[config.mk]
export PLATFORM = sky130hd
export DESIGN_NAME = packet_generator_multiflow_flat
export DESIGN_NICKNAME = d
export VERILOG_FILES = /design/src/rtl/pktgen_pkg.sv /design/src/rtl/packet_generator_multiflow_if.sv /design/src/rtl/pktgen_beat_builder.sv /design/src/rtl/packet_generator_multiflow.sv /design/src/flat_wrapper.sv
export SDC_FILE = /design/constraint.sdc
export NUM_CORES = 1
export LEC_CHECK = 0
export BUFFER_PORTS_ARGS = -buffer_cell sky130_fd_sc_hd__buf_2
export CAP_MARGIN = 10
export CORE_AREA = 2 2 178 180
export CTS_CLUSTER_SIZE = 20
export DETAILED_ROUTE_END_ITERATION = 6
export DIE_AREA = 0 0 180 182
export PLACE_DENSITY = 0.85
export SLEW_MARGIN = 0
export SYNTH_ARGS = -nofsm -noshare
export SYNTH_HDL_FRONTEND = slang
export SYNTH_SLANG_ARGS = --single-unit
[constraint.sdc]
create_clock -name axis_aclk -period 12.7 [get_ports axis_aclk]
set_input_delay 3.81 -clock axis_aclk [delete_from_list [all_inputs] [get_ports axis_aclk]]
set_output_delay 3.81 -clock axis_aclk [all_outputs]
set_load 0.02 [all_outputs]
[src/rtl/pktgen_pkg.sv]
// Shared constants, state encoding and helpers for the multi-flow
// Ethernet frame generator.
package pktgen_pkg;

    localparam int unsigned DST_OFF         = 0;
    localparam int unsigned SRC_OFF         = 6;
    localparam int unsigned ETYPE_OFF       = 12;
    localparam int unsigned TCI_OFF         = 14;
    localparam int unsigned INNER_ETYPE_OFF = 16;
    localparam int unsigned VER_OFF         = 14;
    localparam int unsigned TOS_OFF         = 15;
    localparam int unsigned SEQ_OFF_VLAN    = 18;
    localparam int unsigned SEQ_OFF_PLAIN   = 16;

    localparam int unsigned MIN_LEN = 64;
    localparam int unsigned MAX_LEN = 1522;
    localparam int unsigned BEAT_W  = 8;

    localparam logic [15:0] ETH_VLAN = 16'h8100;
    localparam logic [15:0] ETH_IPV4 = 16'h0800;

    typedef enum logic [1:0] {
        IDLE,
        SEND,
        GAP,
        DONE
    } state_t;

    function automatic int unsigned flow_len(
        input int unsigned base,
        input int unsigned step,
        input int unsigned f
    );
        return base + f * step;
    endfunction

endpackage

[src/rtl/packet_generator_multiflow_if.sv]
// AXI4-Stream bundle carrying generated frames from source to sink.
// The source drives data and qualifiers; the sink drives tready.
interface packet_generator_multiflow_if #(
    parameter int unsigned DATA_WIDTH  = 256,
    parameter int unsigned TUSER_WIDTH = 128
) ();
    logic [DATA_WIDTH-1:0]   tdata;
    logic [DATA_WIDTH/8-1:0] tkeep;
    logic [TUSER_WIDTH-1:0]  tuser;
    logic                    tvalid;
    logic                    tready;
    logic                    tlast;

    modport master (
        output tdata, tkeep, tuser, tvalid, tlast,
        input  tready
    );

    modport slave (
        input  tdata, tkeep, tuser, tvalid, tlast,
        output tready
    );
endinterface

[src/rtl/pktgen_beat_builder.sv]
// Combinational builder for one stream beat of a flow's frame.
// Lanes past the end of the frame are zero with tkeep cleared.
module pktgen_beat_builder
    import pktgen_pkg::*;
#(
    parameter int unsigned AXIS_DATA_WIDTH = 256,
    parameter logic [47:0] DST_MAC_BASE    = 48'h1111_1111_1100,
    parameter logic [47:0] SRC_MAC_ADDR    = 48'h2222_2222_2222,
    parameter int unsigned VLAN            = 1,
    parameter int unsigned PACKET_LENGTH   = 70,
    parameter int unsigned LEN_STEP        = 8
) (
    input  logic [2:0]                   flow,
    input  logic [BEAT_W-1:0]            beat,
    input  logic [31:0]                  seq,
    output logic [AXIS_DATA_WIDTH-1:0]   tdata,
    output logic [AXIS_DATA_WIDTH/8-1:0] tkeep,
    output logic                         tlast
);

    localparam int unsigned B = AXIS_DATA_WIDTH / 8;

    int unsigned len;
    int unsigned base;

    assign len  = flow_len(PACKET_LENGTH, LEN_STEP, {29'b0, flow});
    assign base = {24'b0, beat} * B;

    function automatic logic [7:0] byte_at(
        input int unsigned i,
        input logic [2:0]  f,
        input logic [31:0] sq
    );
        logic [47:0] dst;
        logic [7:0]  b;
        int unsigned so;
        dst = DST_MAC_BASE + {45'b0, f};
        so  = (VLAN != 0) ? SEQ_OFF_VLAN : SEQ_OFF_PLAIN;
        b   = i[7:0];
        if (i < SRC_OFF) begin
            b = 8'(dst >> (8 * (SRC_OFF - 1 - (i - DST_OFF))));
        end else if (i < ETYPE_OFF) begin
            b = 8'(SRC_MAC_ADDR >> (8 * (ETYPE_OFF - 1 - i)));
        end else if (i >= so && i < so + 4) begin
            b = 8'(sq >> (8 * (so + 3 - i)));
        end else if (VLAN != 0) begin
            if (i == ETYPE_OFF)           b = ETH_VLAN[15:8];
            if (i == ETYPE_OFF + 1)       b = ETH_VLAN[7:0];
            if (i == TCI_OFF)             b = {f, 5'b0};
            if (i == TCI_OFF + 1)         b = 8'h00;
            if (i == INNER_ETYPE_OFF)     b = ETH_IPV4[15:8];
            if (i == INNER_ETYPE_OFF + 1) b = ETH_IPV4[7:0];
        end else begin
            if (i == ETYPE_OFF)     b = ETH_IPV4[15:8];
            if (i == ETYPE_OFF + 1) b = ETH_IPV4[7:0];
            if (i == VER_OFF)       b = 8'h45;
            if (i == TOS_OFF)       b = {3'b0, f, 2'b00};
        end
        return b;
    endfunction

    // Fill each lane that still falls inside the frame.
    always_comb begin
        tdata = '0;
        tkeep = '0;
        for (int unsigned l = 0; l < B; l++) begin
            if (base + l < len) begin
                tdata[l*8 +: 8] = byte_at(base + l, flow, seq);
                tkeep[l]        = 1'b1;
            end
        end
        tlast = (base + B >= len);
    end

endmodule

[src/rtl/packet_generator_multiflow.sv]
// Round-robin multi-flow Ethernet frame source on AXI4-Stream.
// One whole frame per flow turn, optional gap, finite frame budget.
module packet_generator_multiflow
    import pktgen_pkg::*;
#(
    parameter int unsigned AXIS_DATA_WIDTH  = 256,
    parameter int unsigned AXIS_TUSER_WIDTH = 128,
    parameter int unsigned NUM_FLOWS        = 4,
    parameter logic [47:0] DST_MAC_BASE     = 48'h1111_1111_1100,
    parameter logic [47:0] SRC_MAC_ADDR     = 48'h2222_2222_2222,
    parameter int unsigned VLAN             = 1,
    parameter int unsigned PACKET_LENGTH    = 70,
    parameter int unsigned LEN_STEP         = 8,
    parameter int unsigned NUM_PACKETS      = 16,
    parameter int unsigned IFG_CYCLES       = 2
) (
    input  logic                          axis_aclk,
    input  logic                          axis_reset,
    input  logic                          enable,
    packet_generator_multiflow_if.master  m_axis,
    output logic                          done,
    output logic [31:0]                   frames_sent
);

    localparam int unsigned KW = AXIS_DATA_WIDTH / 8;
    localparam int unsigned LEN_TOP =
        flow_len(PACKET_LENGTH, LEN_STEP, NUM_FLOWS - 1);

    if (AXIS_DATA_WIDTH % 64 != 0 || AXIS_TUSER_WIDTH < 32 ||
        NUM_FLOWS < 1 || NUM_FLOWS > 8) begin : g_bad_cfg
        $error("packet_generator_multiflow: bad width or flow count");
    end

    if (LEN_TOP > MAX_LEN || PACKET_LENGTH < MIN_LEN) begin : g_bad_len
        $error("packet_generator_multiflow: frame length out of range");
    end

    state_t                      state;
    logic [2:0]                  ptr;
    logic [BEAT_W-1:0]           beat_nxt;
    logic [15:0]                 gap_cnt;
    logic [31:0]                 seq_q [8];

    logic [AXIS_DATA_WIDTH-1:0]  tdata_q;
    logic [KW-1:0]               tkeep_q;
    logic [AXIS_TUSER_WIDTH-1:0] tuser_q;
    logic                        tvalid_q;
    logic                        tlast_q;

    logic [BEAT_W-1:0]           bld_beat;
    logic [AXIS_DATA_WIDTH-1:0]  bld_tdata;
    logic [KW-1:0]               bld_tkeep;
    logic                        bld_tlast;
    logic [AXIS_TUSER_WIDTH-1:0] tuser_nxt;

    logic [2:0]                  nxt_ptr;
    logic                        nxt_found;
    logic [2:0]                  cand;
    logic [31:0]                 cnt;
    logic                        any_left;

    assign m_axis.tdata  = tdata_q;
    assign m_axis.tkeep  = tkeep_q;
    assign m_axis.tuser  = tuser_q;
    assign m_axis.tvalid = tvalid_q;
    assign m_axis.tlast  = tlast_q;

    assign bld_beat = (state == SEND) ? beat_nxt : '0;

    pktgen_beat_builder #(
        .AXIS_DATA_WIDTH (AXIS_DATA_WIDTH),
        .DST_MAC_BASE    (DST_MAC_BASE),
        .SRC_MAC_ADDR    (SRC_MAC_ADDR),
        .VLAN            (VLAN),
        .PACKET_LENGTH   (PACKET_LENGTH),
        .LEN_STEP        (LEN_STEP)
    ) u_builder (
        .flow  (ptr),
        .beat  (bld_beat),
        .seq   (seq_q[ptr]),
        .tdata (bld_tdata),
        .tkeep (bld_tkeep),
        .tlast (bld_tlast)
    );

    // Sideband for the frame about to start: length and flow id.
    always_comb begin
        tuser_nxt        = '0;
        tuser_nxt[15:0]  = 16'(flow_len(PACKET_LENGTH, LEN_STEP, {29'b0, ptr}));
        tuser_nxt[18:16] = ptr;
    end

    // Next flow after the current one that still has budget,
    // counting the frame that is completing right now.
    always_comb begin
        nxt_found = 1'b0;
        nxt_ptr   = ptr;
        cand      = '0;
        cnt       = '0;
        for (int k = int'(NUM_FLOWS); k > 0; k--) begin
            cand = 3'((int'(ptr) + k) % int'(NUM_FLOWS));
            cnt  = seq_q[cand] + ((cand == ptr) ? 32'd1 : 32'd0);
            if (NUM_PACKETS == 0 || cnt < NUM_PACKETS) begin
                nxt_ptr   = cand;
                nxt_found = 1'b1;
            end
        end
    end

    // True while at least one flow may still send a frame.
    always_comb begin
        any_left = (NUM_PACKETS == 0);
        for (int f = 0; f < int'(NUM_FLOWS); f++) begin
            if (seq_q[3'(f)] < NUM_PACKETS) any_left = 1'b1;
        end
    end

    // Frame sequencer: boundary decisions, beat advance, gap, done.
    always_ff @(posedge axis_aclk or posedge axis_reset) begin
        if (axis_reset) begin
            state       <= IDLE;
            ptr         <= '0;
            beat_nxt    <= '0;
            gap_cnt     <= '0;
            tdata_q     <= '0;
            tkeep_q     <= '0;
            tuser_q     <= '0;
            tvalid_q    <= 1'b0;
            tlast_q     <= 1'b0;
            done        <= 1'b0;
            frames_sent <= '0;
            for (int i = 0; i < 8; i++) seq_q[i] <= '0;
        end else begin
            unique case (state)
                IDLE, GAP: begin
                    if (state == GAP && gap_cnt != 0) begin
                        gap_cnt <= gap_cnt - 16'd1;
                    end else if (!any_left) begin
                        state <= DONE;
                        done  <= 1'b1;
                    end else if (enable) begin
                        tdata_q  <= bld_tdata;
                        tkeep_q  <= bld_tkeep;
                        tlast_q  <= bld_tlast;
                        tuser_q  <= tuser_nxt;
                        tvalid_q <= 1'b1;
                        beat_nxt <= BEAT_W'(1);
                        state    <= SEND;
                    end else begin
                        state <= IDLE;
                    end
                end
                SEND: begin
                    if (tvalid_q && m_axis.tready) begin
                        if (tlast_q) begin
                            seq_q[ptr]  <= seq_q[ptr] + 32'd1;
                            frames_sent <= frames_sent + 32'd1;
                            tvalid_q    <= 1'b0;
                            tlast_q     <= 1'b0;
                            tdata_q     <= '0;
                            tkeep_q     <= '0;
                            tuser_q     <= '0;
                            if (nxt_found) ptr <= nxt_ptr;
                            if (IFG_CYCLES != 0) begin
                                state   <= GAP;
                                gap_cnt <= 16'(IFG_CYCLES - 1);
                            end else if (nxt_found) begin
                                state <= IDLE;
                            end else begin
                                state <= DONE;
                                done  <= 1'b1;
                            end
                        end else begin
                            tdata_q  <= bld_tdata;
                            tkeep_q  <= bld_tkeep;
                            tlast_q  <= bld_tlast;
                            beat_nxt <= beat_nxt + BEAT_W'(1);
                        end
                    end
                end
                DONE: begin
                    done <= 1'b1;
                end
                default: begin
                    state <= IDLE;
                end
            endcase
        end
    end

endmodule

[src/flat_wrapper.sv]
// flat-port wrapper written by rule: the top's interface ports become plain ports
module packet_generator_multiflow_flat import pktgen_pkg::*;
#(
    parameter int unsigned AXIS_DATA_WIDTH  = 256,
    parameter int unsigned AXIS_TUSER_WIDTH = 128,
    parameter int unsigned NUM_FLOWS        = 4,
    parameter logic [47:0] DST_MAC_BASE     = 48'h1111_1111_1100,
    parameter logic [47:0] SRC_MAC_ADDR     = 48'h2222_2222_2222,
    parameter int unsigned VLAN             = 1,
    parameter int unsigned PACKET_LENGTH    = 70,
    parameter int unsigned LEN_STEP         = 8,
    parameter int unsigned NUM_PACKETS      = 16,
    parameter int unsigned IFG_CYCLES       = 2
)
  (axis_aclk, axis_reset, enable, done, frames_sent, m_axis_tdata, m_axis_tkeep, m_axis_tuser, m_axis_tvalid, m_axis_tlast, m_axis_tready);
  packet_generator_multiflow_if #(.DATA_WIDTH(256), .TUSER_WIDTH(128)) m_axis_i ();
  input  logic axis_aclk;
  input  logic axis_reset;
  input  logic enable;
  output logic done;
  output logic [31:0] frames_sent;
  output wire logic [$bits(m_axis_i.tdata)-1:0] m_axis_tdata;
  output wire logic [$bits(m_axis_i.tkeep)-1:0] m_axis_tkeep;
  output wire logic [$bits(m_axis_i.tuser)-1:0] m_axis_tuser;
  output wire logic [$bits(m_axis_i.tvalid)-1:0] m_axis_tvalid;
  output wire logic [$bits(m_axis_i.tlast)-1:0] m_axis_tlast;
  input wire logic [$bits(m_axis_i.tready)-1:0] m_axis_tready;
  assign m_axis_tdata = m_axis_i.tdata;
  assign m_axis_tkeep = m_axis_i.tkeep;
  assign m_axis_tuser = m_axis_i.tuser;
  assign m_axis_tvalid = m_axis_i.tvalid;
  assign m_axis_tlast = m_axis_i.tlast;
  assign m_axis_i.tready = m_axis_tready;
  packet_generator_multiflow #(.AXIS_DATA_WIDTH(AXIS_DATA_WIDTH), .AXIS_TUSER_WIDTH(AXIS_TUSER_WIDTH), .NUM_FLOWS(NUM_FLOWS), .DST_MAC_BASE(DST_MAC_BASE), .SRC_MAC_ADDR(SRC_MAC_ADDR), .VLAN(VLAN), .PACKET_LENGTH(PACKET_LENGTH), .LEN_STEP(LEN_STEP), .NUM_PACKETS(NUM_PACKETS), .IFG_CYCLES(IFG_CYCLES)) u_core (.axis_aclk(axis_aclk), .axis_reset(axis_reset), .enable(enable), .m_axis(m_axis_i), .done(done), .frames_sent(frames_sent));
endmodule
-- After elaboration in Yosys (flattened, before gate mapping)
Index checks and enable logic that the tools add are counted.
- output and inout bits: 451
- bits of input ports: 4
- bits in registers: 736
- word-level logic and storage cells: 1125
- multiplexer cells: 430
- magnitude comparators: 175
- bitwise operators: 10
- reduce and logical (&&, ||, !) cells: 52
- shift operators: 96
- eq/ne operators: 201
- $add $sub $neg: 142
- operators with widths (kind ; number):
    $mux 8 ; 320
    $eq 14x4->1 const B ; 124
    $shr 48x32->8 ; 31
    $shr 46x32->8 const A ; 32
    $mux 256 ; 5
    $shr 32x32->8 ; 32
    $lt 32x32->1 ; 31
    $eq 14x5->1 const B ; 62
    $mux 128 ; 5
    $mux 32 ; 16
    $pmux 256 s2 ; 1
    $bmux 32 s3 ; 5
    $sub 3x14->15 const A ; 31
    $sub 4x14->15 const A ; 31
    $sub 5x14->15 const A ; 31
    $ge 14x5->1 const B ; 31
    $lt 14x3->1 const B ; 31
    $lt 14x4->1 const B ; 31
    $lt 14x5->1 const B ; 31
    $bwmux 256 ; 1
    $lt 32x5->1 const B ; 8
    $pmux 128 s2 ; 1
    $add 13x5->14 const B ; 16
    $add 32x32->32 ; 4
    other kinds (52) ; 195

-- Longest topological paths before layout
- depth in word-level cells: 18
- mapped depth: 13
- depth with buffers taken out: 10

-- By module
From an unflattened synthesis, not the netlist that was laid out.
- cells, all modules: 2033
- area total of the unflattened synthesis: 22870.7 sq um
- modules (own cells, without submodules) (module ; cells an instance ; instances ; sequential area each (sq um) ; area an instance (sq um)):
    packet_generator_multiflow ; 1662 ; 1 ; 12036.5 ; 20255.7
    pktgen_beat_builder ; 371 ; 1 ; 0.0 ; 2615.0

-- Worst setup path after synthesis
No wires, ideal clock.
- path kind: input -> register
- start: input port m_axis_tready
- end: register u_core.frames_sent[31]
- slack: 7.033 ns
- cell stages on the path: 7
- arrival: 5.539 ns
- required time: 12.572 ns
- path buffers: 0
- cells stage by stage: nand3_1 nor2_1 nand4_1 nor4_1 and3_1 nand4_1 xnor2_1
- cells in the longest elaborated chain, start to end: 2
- ends and longest elaborated chain (item ; line ; source):
    from (decl) ; flat_wrapper.sv:27 ; input wire logic [$bits(m_axis_i.tready)-1:0] m_axis_tready;
    $logic_and 1x1->1 ; packet_generator_multiflow.sv:154 ; if (tvalid_q && m_axis.tready) begin
    $reduce_and 3->1 (no source line) ; -- ;
    to (signal assigned) ; packet_generator_multiflow.sv:157 ; frames_sent <= frames_sent + 32'd1;
    to (decl) ; packet_generator_multiflow.sv:22 ; output logic [31:0] frames_sent
Every way passes these cells.
A chain may end at the register's enable or synchronous reset.

-- Worst setup path in the final report
- start: input port m_axis_tready
- end: register u_core.frames_sent[30]
The elaborated chain is that of the path after synthesis.

==> impl.org <==
** Clocking
- For this design, the CTS-stage hold fixing added 0 buffers.
- For the worst-skew pair, the clock arrives at the later sink with an insertion delay of 0.54 ns.
- Buffers added to address setup during post-CTS repair amount to 0.
- Clock tree from TritonCTS :: built
- Number of buffers added by the clock tree synthesis step :: 27
- Maximum clock insertion buffer count :: 3
- In this run, post-CTS repair resized a total of 0 instances.
- After clock tree synthesis, the clock-pin slew on the worst setup and hold paths is 0.06 ns.
- Depth of the CTS H-tree :: 1
- Clock tree synthesis selected as its root buffer the cell sky130_fd_sc_hd__clkbuf_16.
- The clock net in this run drives a total of 267 sinks.

** Cells and area
- Of the cells placed in the final design, the portion with a size suffix greater than 1 is 0.2544.
- Leaving out fill and tap cells, the most frequent cell in the layout is sky130_fd_sc_hd__buf_2.
- Commonest non-fill, non-tap cells in the layout :: 276 x sky130_fd_sc_hd__buf_2, 265 x sky130_fd_sc_hd__dfrtp_1, 215 x sky130_fd_sc_hd__nand2_1
- Number of nets in the final layout :: 1681
- The number of antenna diodes in the final layout is 0.
- The area growth from synthesis to layout is 5.016%.
- With fillers left out, the area of the finished cells amounts to 16030 µm².

** Critical path
- In this design, the stage delay of the slowest critical-path cell is 0.63 ns.
- The largest individual stage delay along the critical path comes from the cell sky130_fd_sc_hd__nor4_1.
- Worst-path maximum fanout :: 28
- Series of cell instances along the critical path :: buf_2, nand3_1, nor2_2, buf_4, nand3_1, nor4_1, nand3_1, nor3_1, xor2_1
- For the worst setup path, the data arrival time is 6.02 ns.
- In this design, the largest share of critical-path delay is due to simple AND/OR/NAND/NOR gates.
- Critical path buffers and inverters :: 2
- Cell type with the highest occurrence count on the critical path :: sky130_fd_sc_hd__nand3_1
- Startpoint types :: input port
- Nature of the critical path endpoint :: flip-flop
- Critical path origin :: m_axis_tready
- Worst flop-to-flop path startpoint :: u_core.ptr[0]
- For the worst setup path, the data required time is 13.16 ns.
- The setup check on the worst reg-to-reg path leaves a slack of 8.58 ns.
- Class of the most critical setup path :: input port to flip-flop

** STA
- Post-route clock period utilization :: 0.4382
- Aggregate negative setup slack :: 0 ns
- Peak Freq :: 179.7 MHz
- Setup-violating endpoint count in the final report :: 0
- The number of hold-slack violations in the final timing report was 0.
- Worst-case clock skew :: 0.02231 ns
- At the pin with the least slew margin, the transition time is 1.137 ns.
- In this run the tightest slew margin relative to its limit is 0.2417.
- Setup repair after global routing left no endpoint under its margin.
- Across all setup checks in the final design, the least slack found is 7.135 ns.
- Final Max Tran Viols :: 0
- The worst path in the final design needs a cycle of 5.565 ns, including I/O delays and setup.

** Synth
- Synth Warn # :: 0
- Cell area after technology mapping :: 15270 µm²
- Of the synthesized area, sequential elements account for 0.4377.
- Of all flip-flops after synthesis, the portion carrying an async set or reset was 1.000.
- In this run, synthesis inferred 0 flip-flops with an integrated enable.
- Synthesized instance count :: 1574
- Dividing the synthesized area by the synthesized cell count gives 9.699 µm².
- For this run, the leading register cell type out of synthesis is sky130_fd_sc_hd__dfrtp_1.
- The synthesized netlist contains 57 unique library cells.
- The synthesized design contains 267 register bits.

** Power
- Summed over all cells, the static leakage comes to 8.283 nW.
- Power spread over the standard cell area amounts to 108.6 nW/µm².
- Final Power :: 1.741 mW
- Largest vdd supply drop :: 0.00009612 V

** Global routing
- Wire length of the first global-routing pass :: 57190 µm
- For this run, the total global-route usage over all layers was measured as 0.2147.
- The number of global-route vias before repair was 10542.
- The number of antenna violations at the first check in global routing was 0.
- Largest net degree at the start of global routing :: 132
- Overflow left after global routing :: 0

** Placement
- Dpl ws :: 6.627 ns
- The congestion estimate from routability-driven global placement came to 0.9314.
- Dpl hpwl :: 26260 µm
- After detailed placement, the total cell area comes to 15110 µm².
- Port buffering added 276 buffers.

** Floorplanning
- For this design the top-level I/O count stands at 455.
- The initial utilization of the core area, before any placement, comes to 0.4927.
- The die is 182 µm tall.
- Width of the chip :: 180 µm
- Number of standard-cell rows in the floorplan :: 65
- The die covers 32760 µm².
- After floorplanning, the core was sized to cover 30990 µm².

** Drt
- Total number of vias :: 11278
- Drc violations :: 0
- 1st-pass router iterations :: 6
- Post-DRT Antenna Nets :: 0
- For this block, the routed nets add up to 36890 µm of wire.
- Detail-routed via count per cell :: 5.401
- After the first detailed-routing iteration, the DRC count stood at 863.
- Detailed-route wire length per cell :: 17.67 µm

** Run
- Number of max-capacitance violations reported :: 0

** Min path
- Worst Hold Class :: flip-flop to flip-flop
- The worst hold path begins at u_core.m_axis.tdata[152].

** Run status
- Run status :: finished, final reports clean
layout make-up:
class | count | area, µm²
well taps | 402 | 503.0
flip-flops and latches | 267 | 6684
fillers | 2647 | 14950
clock buffers | 40 | 794.5
multi-input cells | 1062 | 6364
inverters | 19 | 78.83
repair buffers | 289 | 1479
clock inverters | 9 | 128.9
final timing paths:
path                                                  to  cells after the start
min in group asynchronous              u_core.seq_q[206]                      2
worst min register to register  u_core.m_axis.tdata[152]                      2
worst max-delay path              u_core.frames_sent[30]                      9
worst max register to register         u_core.seq_q[188]                      9
worst min-delay path            u_core.m_axis.tdata[152]                      2
max in group asynchronous                  u_core.ptr[1]                      3
sequential cells by signal, summed over array words and instances (netlist names):
name and cells:
u_core.frames_sent 32, u_core.beat_nxt 8, u_core.m_axis.tuser 3, u_core.state 2, u_core.seq_q 128, u_core.m_axis.tdata 69
u_core.m_axis.tkeep 5, u_core.m_axis.tlast 1, u_core.ptr 2, u_core.done 1, u_core.gap_cnt 16
through the flow:
stage               cells  utilization  hold slack [ns]
floorplan            1751            -           0.4446
global placement     2039       0.4876           0.4566
detailed placement   2039       0.4876           0.4637
CTS                  2088       0.5174           0.4772
global route         2088       0.5174           0.4914
finish               2088       0.5174           0.4732
cell families (layout without fill, tap and decap cells):
logic type	count (synthesis)	after routing	share of synthesized area
XOR/XNOR	75	75	0.04303
flip-flops	267	267	0.4377
multiplexers	71	71	0.07581
other	1	178	0.0002456
adder cells (fa/ha/maj)	11	11	0.009016
AO/OA/AOI/OAI	247	247	0.09467
buffers and inverters	422	357	0.1901
AND/OR/NAND/NOR	480	480	0.1495
power by group:
part	switching (mW)	internal (mW)	total, mW
logic	0.0636	0.000873	0.0645
registers	0	0.851	0.851
clock network	0.333	0.493	0.826
Yosys cell counts (7+ instances only):
master                       n  area, µm²
sky130_fd_sc_hd__nor2_1     61      229.0
sky130_fd_sc_hd__or2_2       7      43.79
sky130_fd_sc_hd__or4_1      13      97.59
sky130_fd_sc_hd__mux2_2     37      416.7
sky130_fd_sc_hd__inv_1      18      67.56
sky130_fd_sc_hd__dfrtp_1   267       6681
sky130_fd_sc_hd__o31ai_1    19      142.6
sky130_fd_sc_hd__o21ai_0   145      725.7
sky130_fd_sc_hd__or3_1      12      75.07
sky130_fd_sc_hd__nor3_1     26      130.1
sky130_fd_sc_hd__xnor2_1    49      429.2
sky130_fd_sc_hd__o21ai_2     9      78.83
sky130_fd_sc_hd__mux4_2     32      720.7
sky130_fd_sc_hd__nor4_1     24      150.1
sky130_fd_sc_hd__and3_1      9      56.30
sky130_fd_sc_hd__buf_4     342       2567
sky130_fd_sc_hd__clkbuf_1   48      180.2
sky130_fd_sc_hd__buf_2       9      45.04
sky130_fd_sc_hd__nand3_1    52      260.3
sky130_fd_sc_hd__a21o_1      8      60.06
sky130_fd_sc_hd__ha_1       11      137.6
sky130_fd_sc_hd__nand2_1   215      807.0
sky130_fd_sc_hd__and2_1     12      75.07
sky130_fd_sc_hd__nand4_1    22      137.6
sky130_fd_sc_hd__a21oi_1    36      180.2
sky130_fd_sc_hd__xor2_1     26      227.7
tightest hold or removal path: stages, from the launching register on:
cell and delay, ns:
sky130_fd_sc_hd__dfrtp_1 0.34, sky130_fd_sc_hd__nand2_1 0.06, sky130_fd_sc_hd__o21ai_2 0.04
layer usage:
metal | wire [µm] | global-route usage
met1 | 14510 | 0.2819
met2 | 18610 | 0.3612
met3 | 2607 | 0.03109
met4 | 1163 | 0.08293
met5 | 0 | 0
Power figures use the tool's default switching activity.
